### src/rtl/cu_pipe_if.sv
// Handshake bundle for cu_pipe: instruction input, result output and status.
// Flag outputs exist only when CU_PIPE_FLAGS_EN is defined.
interface cu_pipe_if #(
  parameter int unsigned W     = 8,
  parameter int unsigned CNT_W = 16
) ();
  localparam int unsigned IW = 2 * W + 3;

  logic             in_valid;
  logic             in_ready;
  logic [IW-1:0]    in_instr;
  logic             out_valid;
  logic             out_ready;
  logic [W-1:0]     out_result;
  logic [CNT_W-1:0] op_count;
  logic             busy;
`ifdef CU_PIPE_FLAGS_EN
  logic             out_carry;
  logic             out_zero;
  logic             out_neg;

  modport slave (
    input  in_valid, in_instr, out_ready,
    output in_ready, out_valid, out_result, op_count, busy, out_carry, out_zero, out_neg
  );

  modport master (
    output in_valid, in_instr, out_ready,
    input  in_ready, out_valid, out_result, op_count, busy, out_carry, out_zero, out_neg
  );
`else
  modport slave (
    input  in_valid, in_instr, out_ready,
    output in_ready, out_valid, out_result, op_count, busy
  );

  modport master (
    output in_valid, in_instr, out_ready,
    input  in_ready, out_valid, out_result, op_count, busy
  );
`endif
endinterface

### src/rtl/cu_pipe.sv
// Two-stage pipelined control unit/ALU with valid/ready on both sides.
// Optional flag outputs (carry/zero/neg) are enabled by defining CU_PIPE_FLAGS_EN.
module cu_pipe #(
  parameter int unsigned W     = 8,
  parameter int unsigned CNT_W = 16
) (
  input logic        clk,
  input logic        rst_n,
  cu_pipe_if.slave   pipe_io
);
  localparam int unsigned IW = 2 * W + 3;

  localparam logic [2:0] OpNop = 3'b000;
  localparam logic [2:0] OpAdd = 3'b001;
  localparam logic [2:0] OpSub = 3'b010;
  localparam logic [2:0] OpInc = 3'b011;
  localparam logic [2:0] OpDec = 3'b100;
  localparam logic [2:0] OpAnd = 3'b101;
  localparam logic [2:0] OpOr  = 3'b110;
  localparam logic [2:0] OpNot = 3'b111;

  logic             s1_valid_q, s1_valid_d;
  logic [2:0]       s1_op_q, s1_op_d;
  logic [W-1:0]     s1_a_q, s1_a_d;
  logic [W-1:0]     s1_b_q, s1_b_d;
  logic             s2_valid_q, s2_valid_d;
  logic [W-1:0]     res_q, res_d;
  logic [CNT_W-1:0] cnt_q, cnt_d;

  logic             s1_adv, s2_adv;
  logic             out_xfer;
  logic [W:0]       alu_wide;
  logic [W-1:0]     alu_res;
  logic             alu_carry;

  assign s2_adv   = !s2_valid_q || pipe_io.out_ready;
  assign s1_adv   = !s1_valid_q || s2_adv;
  assign out_xfer = s2_valid_q && pipe_io.out_ready;

  // Extra top bit doubles as carry (add/inc) or borrow (sub/dec); logic ops leave it 0.
  always_comb begin
    alu_wide = '0;
    case (s1_op_q)
      OpAdd:   alu_wide = {1'b0, s1_a_q} + {1'b0, s1_b_q};
      OpSub:   alu_wide = {1'b0, s1_a_q} - {1'b0, s1_b_q};
      OpInc:   alu_wide = {1'b0, s1_a_q} + {{W{1'b0}}, 1'b1};
      OpDec:   alu_wide = {1'b0, s1_a_q} - {{W{1'b0}}, 1'b1};
      OpAnd:   alu_wide = {1'b0, s1_a_q & s1_b_q};
      OpOr:    alu_wide = {1'b0, s1_a_q | s1_b_q};
      OpNot:   alu_wide = {1'b0, ~s1_a_q};
      default: alu_wide = '0;
    endcase
    alu_res   = alu_wide[W-1:0];
    alu_carry = alu_wide[W];
  end

  always_comb begin
    s1_valid_d = s1_valid_q;
    s1_op_d    = s1_op_q;
    s1_a_d     = s1_a_q;
    s1_b_d     = s1_b_q;
    if (s1_adv) begin
      s1_valid_d = pipe_io.in_valid;
      if (pipe_io.in_valid) begin
        s1_op_d = pipe_io.in_instr[IW-1:2*W];
        s1_a_d  = pipe_io.in_instr[2*W-1:W];
        s1_b_d  = pipe_io.in_instr[W-1:0];
      end
    end
  end

  // NOPs are dropped on the way into stage 2 so the consumer never sees them.
  always_comb begin
    s2_valid_d = s2_valid_q;
    res_d      = res_q;
    if (s2_adv) begin
      s2_valid_d = s1_valid_q && (s1_op_q != OpNop);
      if (s1_valid_q && (s1_op_q != OpNop)) begin
        res_d = alu_res;
      end
    end
  end

  always_comb begin
    cnt_d = cnt_q;
    if (out_xfer) begin
      cnt_d = cnt_q + {{(CNT_W-1){1'b0}}, 1'b1};
    end
  end

  always_ff @(posedge clk or negedge rst_n) begin
    if (!rst_n) begin
      s1_valid_q <= 1'b0;
      s1_op_q    <= OpNop;
      s1_a_q     <= '0;
      s1_b_q     <= '0;
      s2_valid_q <= 1'b0;
      res_q      <= '0;
      cnt_q      <= '0;
    end else begin
      s1_valid_q <= s1_valid_d;
      s1_op_q    <= s1_op_d;
      s1_a_q     <= s1_a_d;
      s1_b_q     <= s1_b_d;
      s2_valid_q <= s2_valid_d;
      res_q      <= res_d;
      cnt_q      <= cnt_d;
    end
  end

  assign pipe_io.in_ready   = s1_adv;
  assign pipe_io.out_valid  = s2_valid_q;
  assign pipe_io.out_result = res_q;
  assign pipe_io.op_count   = cnt_q;
  assign pipe_io.busy       = s1_valid_q || s2_valid_q;

`ifdef CU_PIPE_FLAGS_EN
  logic carry_q, carry_d;
  logic zero_q, zero_d;
  logic neg_q, neg_d;

  // Flags load together with the result so they hold under backpressure.
  always_comb begin
    carry_d = carry_q;
    zero_d  = zero_q;
    neg_d   = neg_q;
    if (s2_adv && s1_valid_q && (s1_op_q != OpNop)) begin
      carry_d = alu_carry;
      zero_d  = (alu_res == '0);
      neg_d   = alu_res[W-1];
    end
  end

  always_ff @(posedge clk or negedge rst_n) begin
    if (!rst_n) begin
      carry_q <= 1'b0;
      zero_q  <= 1'b0;
      neg_q   <= 1'b0;
    end else begin
      carry_q <= carry_d;
      zero_q  <= zero_d;
      neg_q   <= neg_d;
    end
  end

  assign pipe_io.out_carry = carry_q;
  assign pipe_io.out_zero  = zero_q;
  assign pipe_io.out_neg   = neg_q;
`else
  logic unused_carry;
  assign unused_carry = alu_carry;
`endif
endmodule

### src/flat_wrapper.sv
// flat-port wrapper written by rule: the top's interface ports become plain ports
module cu_pipe_flat 
#(
  parameter int unsigned W     = 8,
  parameter int unsigned CNT_W = 16
)
  (clk, rst_n, pipe_io_in_valid, pipe_io_in_instr, pipe_io_out_ready, pipe_io_in_ready, pipe_io_out_valid, pipe_io_out_result, pipe_io_op_count, pipe_io_busy);
  cu_pipe_if #(.W(W), .CNT_W(CNT_W)) pipe_io_i ();
  input logic clk;
  input logic rst_n;
  input wire logic [$bits(pipe_io_i.in_valid)-1:0] pipe_io_in_valid;
  input wire logic [$bits(pipe_io_i.in_instr)-1:0] pipe_io_in_instr;
  input wire logic [$bits(pipe_io_i.out_ready)-1:0] pipe_io_out_ready;
  output wire logic [$bits(pipe_io_i.in_ready)-1:0] pipe_io_in_ready;
  output wire logic [$bits(pipe_io_i.out_valid)-1:0] pipe_io_out_valid;
  output wire logic [$bits(pipe_io_i.out_result)-1:0] pipe_io_out_result;
  output wire logic [$bits(pipe_io_i.op_count)-1:0] pipe_io_op_count;
  output wire logic [$bits(pipe_io_i.busy)-1:0] pipe_io_busy;
  assign pipe_io_i.in_valid = pipe_io_in_valid;
  assign pipe_io_i.in_instr = pipe_io_in_instr;
  assign pipe_io_i.out_ready = pipe_io_out_ready;
  assign pipe_io_in_ready = pipe_io_i.in_ready;
  assign pipe_io_out_valid = pipe_io_i.out_valid;
  assign pipe_io_out_result = pipe_io_i.out_result;
  assign pipe_io_op_count = pipe_io_i.op_count;
  assign pipe_io_busy = pipe_io_i.busy;
  cu_pipe #(.W(W), .CNT_W(CNT_W)) u_core (.clk(clk), .rst_n(rst_n), .pipe_io(pipe_io_i));
endmodule
### config.mk
export PLATFORM = sky130hd
export DESIGN_NAME = cu_pipe_flat
export DESIGN_NICKNAME = d
export VERILOG_FILES = /design/src/rtl/cu_pipe_if.sv /design/src/rtl/cu_pipe.sv /design/src/flat_wrapper.sv
export SDC_FILE = /design/constraint.sdc
export NUM_CORES = 1
export LEC_CHECK = 0
export CAP_MARGIN = 20
export CORE_AREA = 3 3 74 76
export DETAILED_ROUTE_END_ITERATION = 10
export DIE_AREA = 0 0 77 79
export PLACE_DENSITY = 0.85
export SYNTH_ARGS = -nofsm -noshare
export SYNTH_HDL_FRONTEND = slang
export SYNTH_SLANG_ARGS = --single-unit
### constraint.sdc
create_clock -name clk -period 4.4 [get_ports clk]
set_clock_uncertainty 0.15 [all_clocks]
set_input_delay 0.44 -clock clk [delete_from_list [all_inputs] [get_ports clk]]
set_output_delay 0.44 -clock clk [all_outputs]
set_load 0.02 [all_outputs]
Word-level counts from Yosys, hierarchy flattened
Index checks and enable logic that the tools add are counted.

Register bits after elaboration: 45. Input port bits: 23. Output and inout bits: 27. Logic and storage cells: 33.

Add/sub/neg operators: 5. Eq/ne operators: 7. Multiplexer cells: 1. Bitwise gates (word level): 3. Reductions and logical operators: 10.

Operators by type and width (count): $pmux 8 s7 (1); $add 16x1->16 const B (1); $eq 3x3->1 const B (4); $add 8x1->8 const B (1); $add 8x8->8 (1); $and 8x8->8 (1); $not 8->8 (1); $or 8x8->8 (1); $sub 8x1->8 const B (1); $sub 8x8->8 (1); $eq 3x2->1 const B (2); $reduce_and 2->1 (2); $eq 3x1->1 const B (1); $logic_or 1x1->1 (3); $reduce_bool 3->1 (1); $logic_and 1x1->1 (2); $logic_not 1->1 (2).

Depth between registers and ports, before layout
Gate-level depths: netlist (run 1).

Depth after elaboration: 4. Gate-level depth with buffers: 13. Depth with buffers taken out: 12.

Worst setup path before layout (run 1)
No wires, ideal clock.

Path kind: register to register. Start point: reg u_core.s1_op_q[0]. End point: reg u_core.res_q[7], in the netlist u_core.pipe_io.out_result[7]. Setup time: 0.069 ns. Arrival: 2.750 ns. Setup slack: 1.431 ns. Stages on the path, launching flop included: 14. Period minus slack after synthesis: 2.969 ns. Cells stage by stage: dfrtp_1 > buf_2 > buf_2 > buf_2 > nor2_1 > a221oi_1 > inv_1 > ha_1 > nor2b_1 > o2111a_1 > o211ai_1 > nand4_1 > mux2_1 > nand3_1.

Word-level cells in the longest chain between the ends: 3. Elaborated cells between the ends (all ways): 11. Those cells by class: 7 x eq/ne; 1 x mux; 3 x reduce/logical.

Ends and longest elaborated chain: from (decl) (RTL line cu_pipe.sv:23) `logic [2:0] s1_op_q, s1_op_d;`; from (signal assigned) (RTL line cu_pipe.sv:94) `s1_op_q <= OpNop;`; from (signal assigned) (RTL line cu_pipe.sv:102) `s1_op_q <= s1_op_d;`; parallel branches: the longest is 3 deep, another holds $pmux 8 s7; to (signal assigned) (RTL line cu_pipe.sv:106) `res_q <= res_d;`; to (decl) (RTL line cu_pipe.sv:27) `logic [W-1:0] res_q, res_d;`.

Several ways; the timed one is not identified. A chain may end at the register's enable or synchronous reset.

Worst setup path in the final report (run 1)
Same ends and word-level chain as after synthesis.

==> results of run 1 <==
## how the worst max path moves through the flow
stage | startpoint | to | slack (ps) | cells after the start
floorplan | u_core.s1_op_q[0] | u_core.pipe_io.out_result[7] | 1430 | 13
global placement | u_core.s1_op_q[0] | u_core.pipe_io.out_result[7] | 1320 | 10
finish | u_core.s1_op_q[0] | u_core.pipe_io.out_result[7] | 1060 | 10
detailed placement | u_core.s1_op_q[0] | u_core.pipe_io.out_result[7] | 1160 | 10
global route | u_core.s1_op_q[0] | u_core.pipe_io.out_result[7] | 820 | 10
CTS | u_core.s1_op_q[0] | u_core.pipe_io.out_result[7] | 1080 | 10
## cell usage in the layout (no fill, tap or decap), drive strengths merged, types with 3 or more instances in the layout
cell           netlist  final
nand3               12     12
o22ai                5      5
a21oi               19     19
nand4                3      3
xor2                10     10
ha                  10     10
nor2                13     13
nand2               20     20
o21ai                9      9
o21a                 8      8
a21o                 3      3
nand2b               6      6
xnor2               15     15
inv                  7      7
mux2                24     24
clkbuf               3      6
and4                 3      3
nor3                11     11
clkdlybuf4s50        0     48
nor2b                6      6
dfrtp               45     45
## power by group
group	total [mW]	internal [mW]	leakage (nW)	switching, mW
Sequential	0.631	0.505	0.551	0.126
Combinational	0.730	0.367	0.760	0.363
Clock	0.316	0.171	0.0554	0.145
Total	1.68	1.04	1.37	0.635
## per-stage QoR
step	hold WS [ps]	total power, mW	cell area [sq um]
floorplan	-5.59	1.11	2760
global route	221	1.79	3360
finish	138	1.68	3360
CTS	188	1.68	3360
global placement	314	1.33	3250
detailed placement	318	1.36	3250
## sequential cells by signal, indices dropped and copies added (netlist names)
name,cells
u_core.pipe_io.op_count,16
u_core.pipe_io.out_result,8
u_core.pipe_io.out_valid,1
u_core.s1_a_q,8
u_core.s1_b_q,8
u_core.s1_op_q,3
u_core.s1_valid_q,1
## critical path, delay by kind of cell, from the launching register on
family	cells	cell delay (ps)
compound gates	4	1180
flops	1	910
simple gates	3	340
mux	1	310
fa+ha+maj	1	280
buf+inv	1	90
## metal layers
metal / global-route usage, % / wire length, um
met5: 0 / 0
met1: 28.9 / 2640
met3: 2.38 / 361
met2: 35.3 / 2920
met4: 7.30 / 80
## cell type report
| cell class | instances | share of cell area [%] |
|---|---|---|
| Multi-Input combinational cell | 210 | 45.2 |
| Sequential cell | 45 | 33.5 |
| Timing Repair Buffer | 50 | 14.7 |
| Tap cell | 67 | 2.50 |
| Clock buffer | 6 | 2.16 |
| Clock inverter | 2 | 1.16 |
| Inverter | 7 | 0.783 |
## logic make-up after synthesis
| kind of cell | count (synthesis) | share of synthesized area, % |
|---|---|---|
| flops | 45 | 40.9 |
| buf+inv | 21 | 4.09 |
| simple gates | 86 | 16.4 |
| fa+ha+maj | 13 | 5.99 |
| xor+xnor | 25 | 7.95 |
| compound gates | 62 | 14.9 |
| mux | 24 | 9.81 |
==> Flow_metrics.wiki, run 1 <==
{| class="wikitable"
! Metric !! Value
|-
| Most used flip-flop cell after synthesis || dfrtp_1
|-
| Total Negative Setup Slacks || 0 ps
|-
| Clk Latency, worst-skew pair || 310 ps
|-
| Synthesized instance count || 276
|-
| Capture point of the worst reg-to-reg path || u_core.pipe_io.out_result[7]
|-
| Die width || 77 um
|-
| Count of instances resized after the clock tree is built || 0
|-
| Count of distinct cell types in the synthesized netlist || 53
|-
| Number of storage elements in the synthesis netlist || 45
|-
| Most common cell in the netlist || dfrtp_1
|-
| Commonest cells in the netlist || dfrtp_1, mux2_2, nand2_1
|-
| Initial core utilization || 57.6%
|-
| Share of post-route cells with drive strength above 1 || 10.9%
|-
| Multi-input gate area in the final layout || 1520 sq um
|-
| Hold violation count in the final report || 0
|-
| Slew at the pin closest to its max-slew limit || 997 ps
|-
| Proportion of synthesized chip area in sequential cells || 40.9%
|-
| Post-synth top area share || 40.9%
|-
| Number of global-route vias before repair || 2131
|-
| Pre-CTS setup slack || 1160 ps
|-
| Net count of the mapped netlist || 310
|-
| Setup ws final || 1060 ps
|-
| Setup crit start kind || flip-flop
|-
| Via/cell ratio || 5.76
|-
| H-Tree Depth || 2
|-
| Pin count of the biggest net entering global routing || 46
|-
| First-pass iteration count of the detailed router || 7
|-
| Yosys top cell by area || dfrtp_1
|-
| Min cycle time layout || 3340 ps
|-
| Crit Path Class || flip-flop to flip-flop
|-
| Count of buffers from port buffering || 49
|-
| Antenna fix cells || 0
|-
| Min-delay worst type || input port to async pin
|-
| Leakage || 1.37 nW
|-
| Number of buffers inserted by hold repair at cts || 0
|-
| Weighted congestion at the end of routability-driven global placement || 0.885
|-
| Slowest-stage cell, CP || dfrtp_1
|-
| Final setup vio count || 0
|-
| Count of vias placed by the detailed router || 2230
|-
| Number of buffers created by CTS || 5
|-
| Number of flops mapped to enable cells by yosys || 0
|-
| Die Y-Extent || 79 um
|-
| I/O pins || 50
|-
| Power density normalized to cell area || 499 nW/um^2
|-
| Antenna Nets Post-Route || 0
|-
| Cell breakdown of the critical path || o21ai_0, a221oi_1, inv_1, ha_1, nor2b_1, o2111a_1, o211ai_1, nand4_1, mux2_1, nand3_1
|-
| Placed instance count || 379
|-
| Post-Syn Area per Cell || 9.98 sq um
|-
| Fraction of the core area covered by cells at the end of the flow || 70.1%
|-
| Reg-to-reg setup timing slack || 1060 ps
|-
| Global-route wire length before repair || 10.3 mm
|-
| Synth Warn # || 0
|-
| Worst r2r path cells || 10
|-
| Std-Cell Rows || 25
|-
| Result of the run || finished clean
|-
| DRC violation count after routing || 0
|-
| Layout area overhead || 21.8%
|-
| Clock transition at path regs || 90 ps
|-
| Wire per inst || 15.5 um
|-
| Highest achievable clock rate || 0.299 GHz
|-
| DRT iter0 DRCs || 184
|-
| Setup Buffers After CTS || 0
|-
| Relative slew margins || 33.5%
|-
| Maximum vdd drop || 0.290 mV
|-
| Area of the core region || 4790 sq um
|-
| Max capacitance violation total || 0
|-
| Initial antenna violation count || 0
|-
| DP HPWL || 4.28 mm
|-
| Fin crit share || 76.0%
|-
| Total routing usage reported by global routing || 21.2%
|-
| RSZ-0062 raised after global routing || false
|-
| Final net count || 353
|-
| Root Buffer Master || clkbuf_8
|-
| Fraction of synthesis flops using an asynchronous set or reset pin || 100%
|-
| Total Routed Length || 6.01 mm
|-
| WP data arrival || 3440 ps
|-
| Max FO, Critical Path || 32
|-
| Fillcell total || 375
|-
| Main area contributors after synthesis || dfrtp_1, mux2_2, xnor2_1, ha_1, a21oi_1
|-
| Stage delay of the slowest cell on the critical path || 910 ps
|-
| Critical path capture point type || flip-flop
|-
| Total congestion overflow || 0
|-
| Clock tree sinks || 45
|-
| Final non-filler cell total || 387
|-
| Maximum count of clock buffers along a single path || 2
|-
| Pins over their slew limit || 0
|-
| Worst r2r src || u_core.s1_op_q[0]
|-
| TritonCTS clock tree || done
|-
| Combined area of all synthesized cells || 2760 sq um
|-
| Sequential cell area || 1130 sq um
|-
| Required arrival time at the worst endpoint || 4500 ps
|-
| Area of the die || 6080 sq um
|}
No activity file was read; power rests on OpenSTA's default activity.
==> run 2: changes to the inputs <==
--- a/config.mk
+++ b/config.mk
@@ -6,10 +6,10 @@
 export NUM_CORES = 1
 export LEC_CHECK = 0
 export CAP_MARGIN = 20
-export CORE_AREA = 3 3 74 76
+export CORE_AREA = 3 3 77 79
 export DETAILED_ROUTE_END_ITERATION = 10
-export DIE_AREA = 0 0 77 79
-export PLACE_DENSITY = 0.85
+export DIE_AREA = 0 0 80 82
+export PLACE_DENSITY = 0.79
 export SYNTH_ARGS = -nofsm -noshare
 export SYNTH_HDL_FRONTEND = slang
 export SYNTH_SLANG_ARGS = --single-unit
==> constraint.sdc (replaced) <==
create_clock -name clk -period 3.4 [get_ports clk]
set_clock_uncertainty 0.15 [all_clocks]
set_input_delay 0.34 -clock clk [delete_from_list [all_inputs] [get_ports clk]]
set_output_delay 0.34 -clock clk [all_outputs]
set_load 0.02 [all_outputs]
==> run 2 against run 1 <==
- non-clock buffer count is 8 higher
- sequential cell count stayed put
- sequential power is 26% higher
- critical path type unchanged
==> Flow_metrics.wiki, run 2 (same netlist as run 1, synthesis figures left out) <==
{| class="wikitable"
! Metric !! Value
|-
| Fin crit share || 89.9%
|-
| Die width || 80 um
|-
| Pins over their slew limit || 0
|-
| Antenna fix cells || 0
|-
| Count of buffering cells on the critical path with inverters included || 2
|-
| Layout area overhead || 24.8%
|-
| Fraction of power consumed by sequential logic || 36.4%
|-
| Wire per inst || 15.0 um
|-
| Pre-CTS setup slack || 390 ps
|-
| Internal Power || 1.36 mW
|-
| Crit Path Class || flip-flop to flip-flop
|-
| TritonCTS clock tree || done
|-
| Area of the die || 6560 sq um
|-
| Hold violation count in the final report || 0
|-
| Cell breakdown of the critical path || inv_1, ha_1, o21ai_0, a221oi_1, inv_1, ha_1, nor2b_1, o2111a_1, o211ai_1, nand4_1, mux2_1, nand3_1
|-
| Highest achievable clock rate || 0.327 GHz
|-
| Area of the core region || 5410 sq um
|-
| Count of buffers from port buffering || 49
|-
| Stage delay of the slowest cell on the critical path || 440 ps
|-
| Routed wire length on met3 || 249 um
|-
| Commonest non-fill, non-tap cell in the layout || clkdlybuf4s50_1
|-
| WP data arrival || 3150 ps
|-
| Cell area after placement || 3300 sq um
|-
| Combinational share of power || 44.9%
|-
| Total number of cells along the worst setup path || 12
|-
| Met1 layer wirelength in the final routing || 2.75 mm
|-
| I/O pins || 50
|-
| Final non-filler cell total || 400
|-
| Antenna Nets Post-Route || 0
|-
| Root Buffer Master || clkbuf_8
|-
| Std-Cell Rows || 27
|-
| Worst r2r src || u_core.s1_b_q[0]
|-
| Clock tree sinks || 45
|-
| Required arrival time at the worst endpoint || 3500 ps
|-
| Total routing usage reported by global routing || 19.7%
|-
| Pin count of the biggest net entering global routing || 46
|-
| Min-delay worst type || input port to async pin
|-
| Relative slew margins || 63.4%
|-
| Final-layout worst hold slack || 217 ps
|-
| Maximum vdd drop || 0.369 mV
|-
| Total Routed Length || 5.98 mm
|-
| Setup ws final || 344 ps
|-
| Final net count || 361
|-
| Global-route wire length before repair || 10.1 mm
|-
| Net switching power || 0.820 mW
|-
| DP HPWL || 4.29 mm
|-
| Setup crit start kind || flip-flop
|-
| Result of the run || finished clean
|-
| Post-route design area || 3440 sq um
|-
| Top cell family by delay on the critical path || compound AO/OA/AOI/OAI gates
|-
| Weighted congestion at the end of routability-driven global placement || 0.840
|-
| Critical path capture point type || flip-flop
|-
| Fillcell total || 447
|-
| Power density normalized to cell area || 635 nW/um^2
|-
| Capture point of the worst reg-to-reg path || u_core.pipe_io.out_result[7]
|-
| H-Tree Depth || 2
|-
| RSZ-0062 raised after global routing || false
|-
| Initial antenna violation count || 0
|-
| Via/cell ratio || 5.62
|-
| Initial core utilization || 51.0%
|-
| Min cycle time layout || 3060 ps
|-
| Slew at the pin closest to its max-slew limit || 548 ps
|-
| Max FO, Critical Path || 6
|-
| Worst r2r path cells || 12
|-
| Highest metal used || met4
|-
| Switching share of total power || 37.5%
|-
| Commonest cells after routing, fill and taps aside || clkdlybuf4s50_1, dfrtp_1, mux2_2
|-
| Number of flip-flops in the largest register || 16
|-
| DRC violation count after routing || 0
|-
| Final setup vio count || 0
|-
| Placed instance count || 390
|-
| First-pass iteration count of the detailed router || 4
|-
| Die Y-Extent || 82 um
|-
| Total met2 wirelength after detailed routing || 2.85 mm
|-
| Portion of total power attributed to the clock network || 18.7%
|-
| Reg-to-reg setup timing slack || 340 ps
|-
| Number of buffers created by CTS || 5
|-
| DRT iter0 DRCs || 107
|-
| Clock transition at path regs || 90 ps
|-
| Clk Latency, worst-skew pair || 310 ps
|-
| Share of post-route cells with drive strength above 1 || 12.8%
|-
| Sequential cell area || 1130 sq um
|-
| Count of vias placed by the detailed router || 2247
|-
| Multi-input gate area in the final layout || 1520 sq um
|-
| Leakage || 1.41 nW
|-
| Slowest-stage cell, CP || dfrtp_1
|-
| Number of global-route vias before repair || 2178
|-
| Total Negative Setup Slacks || 0 ps
|-
| Max capacitance violation total || 0
|-
| Maximum count of clock buffers along a single path || 2
|-
| Total congestion overflow || 0
|}
==> run 2: changes by cell type in the layout (fill, tap and decap cells not counted) <==
| cell | before | now |
|---|---|---|
| buf_4 | 1 | 7 |
| dlygate4sd3_1 | 0 | 1 |
| buf_12 | 0 | 1 |
==> run 2: layout make-up <==
cell class / count / share of cell area [%]
clock buffers: 6 / 2.11
clock inverters: 2 / 1.13
inverters: 7 / 0.764
multi-input cells: 210 / 44.1
flip-flops and latches: 45 / 32.8
well taps: 72 / 2.62
repair buffers: 58 / 16.5
==> run 2: metrics by stage <==
stage	util, %	power [mW]
4_1_cts	63.1	2.19
5_1_grt	63.6	2.33
6_report	63.6	2.18
3_3_place_gp	61.0	1.75
3_5_place_dp	61.0	1.76
2_1_floorplan	-	1.44
==> run 2: what timing repair did <==
| item | 4_1_cts | 5_1_grt |
|---|---|---|
| buffers inserted | 0 | 0 |
| hold endpoints to repair | 0 | 45 |
| hold buffers | 0 | 1 |
| gates resized for setup | 0 | 0 |
==> run 2: how the worst max path moves through the flow <==
stage                            startpoint                            to  slack (ps)
final                      u_core.s1_b_q[0]  u_core.pipe_io.out_result[7]         340
after global routing       u_core.s1_b_q[0]  u_core.pipe_io.out_result[7]          50
after CTS                  u_core.s1_b_q[0]  u_core.pipe_io.out_result[7]         330
after detailed placement   u_core.s1_b_q[0]  u_core.pipe_io.out_result[7]         390
after global placement     u_core.s1_b_q[0]  u_core.pipe_io.out_result[7]         510
after floorplan           u_core.s1_op_q[0]  u_core.pipe_io.out_result[7]         430
==> run 2: metal layers <==
layer / vias up / global-route usage, %
met4: 0 / 7.77
met1: 1088 / 26.3
met3: 12 / 4.17
met2: 52 / 31.2
li1: 1095 / -
met5: - / 0
==> run 2: worst reg2reg max path, delay by kind of cell, from the launching register on <==
kind | cells | cell delay (ps)
compound gates | 4 | 1010
fa+ha+maj | 2 | 580
buf+inv | 2 | 180
flops | 1 | 440
mux | 1 | 320
simple gates | 3 | 340
==> run 2: power by group through the flow <==
| stage | clock (mW) | combinational (mW) | sequential, mW |
|---|---|---|---|
| after global placement | 0 | 0.949 | 0.798 |
| after CTS | 0.419 | 0.980 | 0.792 |
| after detailed placement | 0 | 0.963 | 0.801 |
| after global routing | 0.440 | 1.07 | 0.819 |
| final | 0.409 | 0.980 | 0.795 |
| after floorplan | 0 | 0.575 | 0.860 |
==> run 3: changes to the inputs <==
--- a/config.mk
+++ b/config.mk
@@ -5,11 +5,12 @@
 export SDC_FILE = /design/constraint.sdc
 export NUM_CORES = 1
 export LEC_CHECK = 0
-export CAP_MARGIN = 20
+export CAP_MARGIN = 5
 export CORE_AREA = 3 3 77 79
 export DETAILED_ROUTE_END_ITERATION = 10
 export DIE_AREA = 0 0 80 82
 export PLACE_DENSITY = 0.79
+export SETUP_SLACK_MARGIN = 0.1
 export SYNTH_ARGS = -nofsm -noshare
 export SYNTH_HDL_FRONTEND = slang
 export SYNTH_SLANG_ARGS = --single-unit
==> run 3 against run 2 <==
- count of clock-buffer cells in the layout unchanged
- worst hold slack worse by 180 ps
- combinational power about the same
- total power down 0.12%
- critical path depth unchanged
==> Flow_metrics.wiki, run 3 (same netlist as run 1, synthesis figures left out) <==
{| class="wikitable"
! Metric !! Value
|-
| Result of the run || finished clean
|-
| Post-route design area || 3410 sq um
|-
| Setup ws final || 430 ps
|-
| Number of global-route vias before repair || 2178
|-
| DRC violation count after routing || 0
|-
| Post-layout total power || 2.18 mW
|-
| DRT iter0 DRCs || 84
|-
| Final setup vio count || 0
|-
| Maximum vdd drop || 0.369 mV
|-
| Maximum count of clock buffers along a single path || 2
|-
| Initial antenna violation count || 0
|-
| Min cycle time layout || 2970 ps
|-
| Pre-CTS setup slack || 390 ps
|-
| Antenna Nets Post-Route || 0
|-
| Total congestion overflow || 0
|-
| Fin crit share || 87.3%
|-
| Count of vias placed by the detailed router || 2238
|-
| Wire per inst || 14.9 um
|-
| Total met2 wirelength after detailed routing || 2.84 mm
|-
| Number of buffers inserted by hold repair at cts || 0
|-
| Met1 layer wirelength in the final routing || 2.73 mm
|-
| Count of buffers from port buffering || 49
|-
| Pin count of the biggest net entering global routing || 46
|-
| Cell area after placement || 3300 sq um
|-
| Final-layout worst hold slack || 35.7 ps
|-
| Slew at the pin closest to its max-slew limit || 978 ps
|-
| Pins over their slew limit || 0
|-
| H-Tree Depth || 2
|-
| Std-Cell Rows || 27
|-
| Critical path capture point type || flip-flop
|-
| Fraction of the core area covered by cells at the end of the flow || 63.2%
|-
| Global-route wire length before repair || 10.1 mm
|-
| Commonest non-fill, non-tap cell in the layout || clkdlybuf4s50_1
|-
| DP HPWL || 4.29 mm
|-
| I/O pins || 50
|-
| Power density normalized to cell area || 639 nW/um^2
|-
| Count of instances resized after the clock tree is built || 0
|-
| Clk Latency, worst-skew pair || 300 ps
|-
| Area of the core region || 5410 sq um
|-
| Max capacitance violation total || 0
|-
| First-pass iteration count of the detailed router || 5
|-
| Max FO, Critical Path || 6
|-
| Total routing usage reported by global routing || 19.7%
|-
| TritonCTS clock tree || done
|-
| Clock transition at path regs || 90 ps
|-
| Highest metal used || met4
|-
| Setup Buffers After CTS || 0
|-
| Number of flip-flops in the largest register || 16
|-
| Weighted congestion at the end of routability-driven global placement || 0.840
|-
| Crit Path Class || flip-flop to flip-flop
|-
| Number of buffers created by CTS || 5
|-
| Min-delay worst type || input port to async pin
|-
| Area of the die || 6560 sq um
|-
| Required arrival time at the worst endpoint || 3500 ps
|-
| Commonest cells after routing, fill and taps aside || clkdlybuf4s50_1, dfrtp_1, mux2_2
|-
| Highest achievable clock rate || 0.337 GHz
|-
| Total Negative Setup Slacks || 0 ps
|-
| RSZ-0062 raised after global routing || false
|-
| Fillcell total || 455
|-
| Antenna fix cells || 0
|-
| Die Y-Extent || 82 um
|-
| Placed instance count || 390
|-
| Via/cell ratio || 5.62
|-
| Root Buffer Master || clkbuf_8
|-
| Final net count || 359
|-
| Final non-filler cell total || 398
|-
| Die width || 80 um
|-
| Setup crit start kind || flip-flop
|-
| Hold violation count in the final report || 0
|-
| Layout area overhead || 23.9%
|-
| WP data arrival || 3070 ps
|-
| Share of post-route cells with drive strength above 1 || 12.9%
|-
| Relative slew margins || 34.8%
|-
| Clock tree sinks || 45
|-
| Routed wire length on met3 || 237 um
|-
| Total Routed Length || 5.93 mm
|-
| Leakage || 1.40 nW
|-
| Initial core utilization || 51.0%
|}
[run 3: cell count changes in the layout (fill, tap and decap cells not counted), sizes merged]
| cell | change |
|---|---|
| buf | -1 |
| dlygate4sd3 | -1 |
[run 3: final cells by class]
| type | instances | area, sq um | area share (%) |
|---|---|---|---|
| multi-input combinational | 210 | 1520 | 44.6 |
| sequential | 45 | 1130 | 33.0 |
| timing repair buffer | 56 | 538 | 15.8 |
| tap | 72 | 90.1 | 2.64 |
| clock buffer | 6 | 72.6 | 2.13 |
| clock inverter | 2 | 38.8 | 1.14 |
| inverter | 7 | 26.3 | 0.770 |
[run 3: path summary, 6_finish.rpt]
path                       depth (start not counted)                      endpoint                        start  slack (ps)
max                                               12  u_core.pipe_io.out_result[7]             u_core.s1_b_q[0]         430
min                                                1   u_core.pipe_io.op_count[15]                        rst_n          40
max reg2reg                                       12  u_core.pipe_io.out_result[7]             u_core.s1_b_q[0]         430
min reg2reg                                        1   u_core.pipe_io.op_count[15]  u_core.pipe_io.op_count[15]         330
max in group asynchronous                          1              u_core.s1_b_q[4]                        rst_n        2450
min in group clk                                   1   u_core.pipe_io.op_count[15]  u_core.pipe_io.op_count[15]         330
[run 3: power by group]
part | leakage, nW | internal [mW] | switching [mW] | total (mW)
clock network | 0.0554 | 0.221 | 0.187 | 0.408
logic | 0.791 | 0.487 | 0.490 | 0.978
registers | 0.551 | 0.654 | 0.142 | 0.795
[run 3: critical path, cell delays in order (launching register included)]
cell and delay [ps]:
dfrtp_1 440, inv_1 90, ha_1 300, o21ai_0 120
a221oi_2 330, inv_1 80, ha_1 270, nor2b_1 150
o2111a_1 260, o211ai_1 220, nand4_1 130, mux2_1 320
nand3_1 60
[run 3: layer usage]
layer / vias to the layer above / track usage, %
met3: 14 / 4.17
met2: 55 / 31.2
met5: - / 0
met1: 1077 / 26.3
met4: 0 / 7.77
li1: 1092 / -
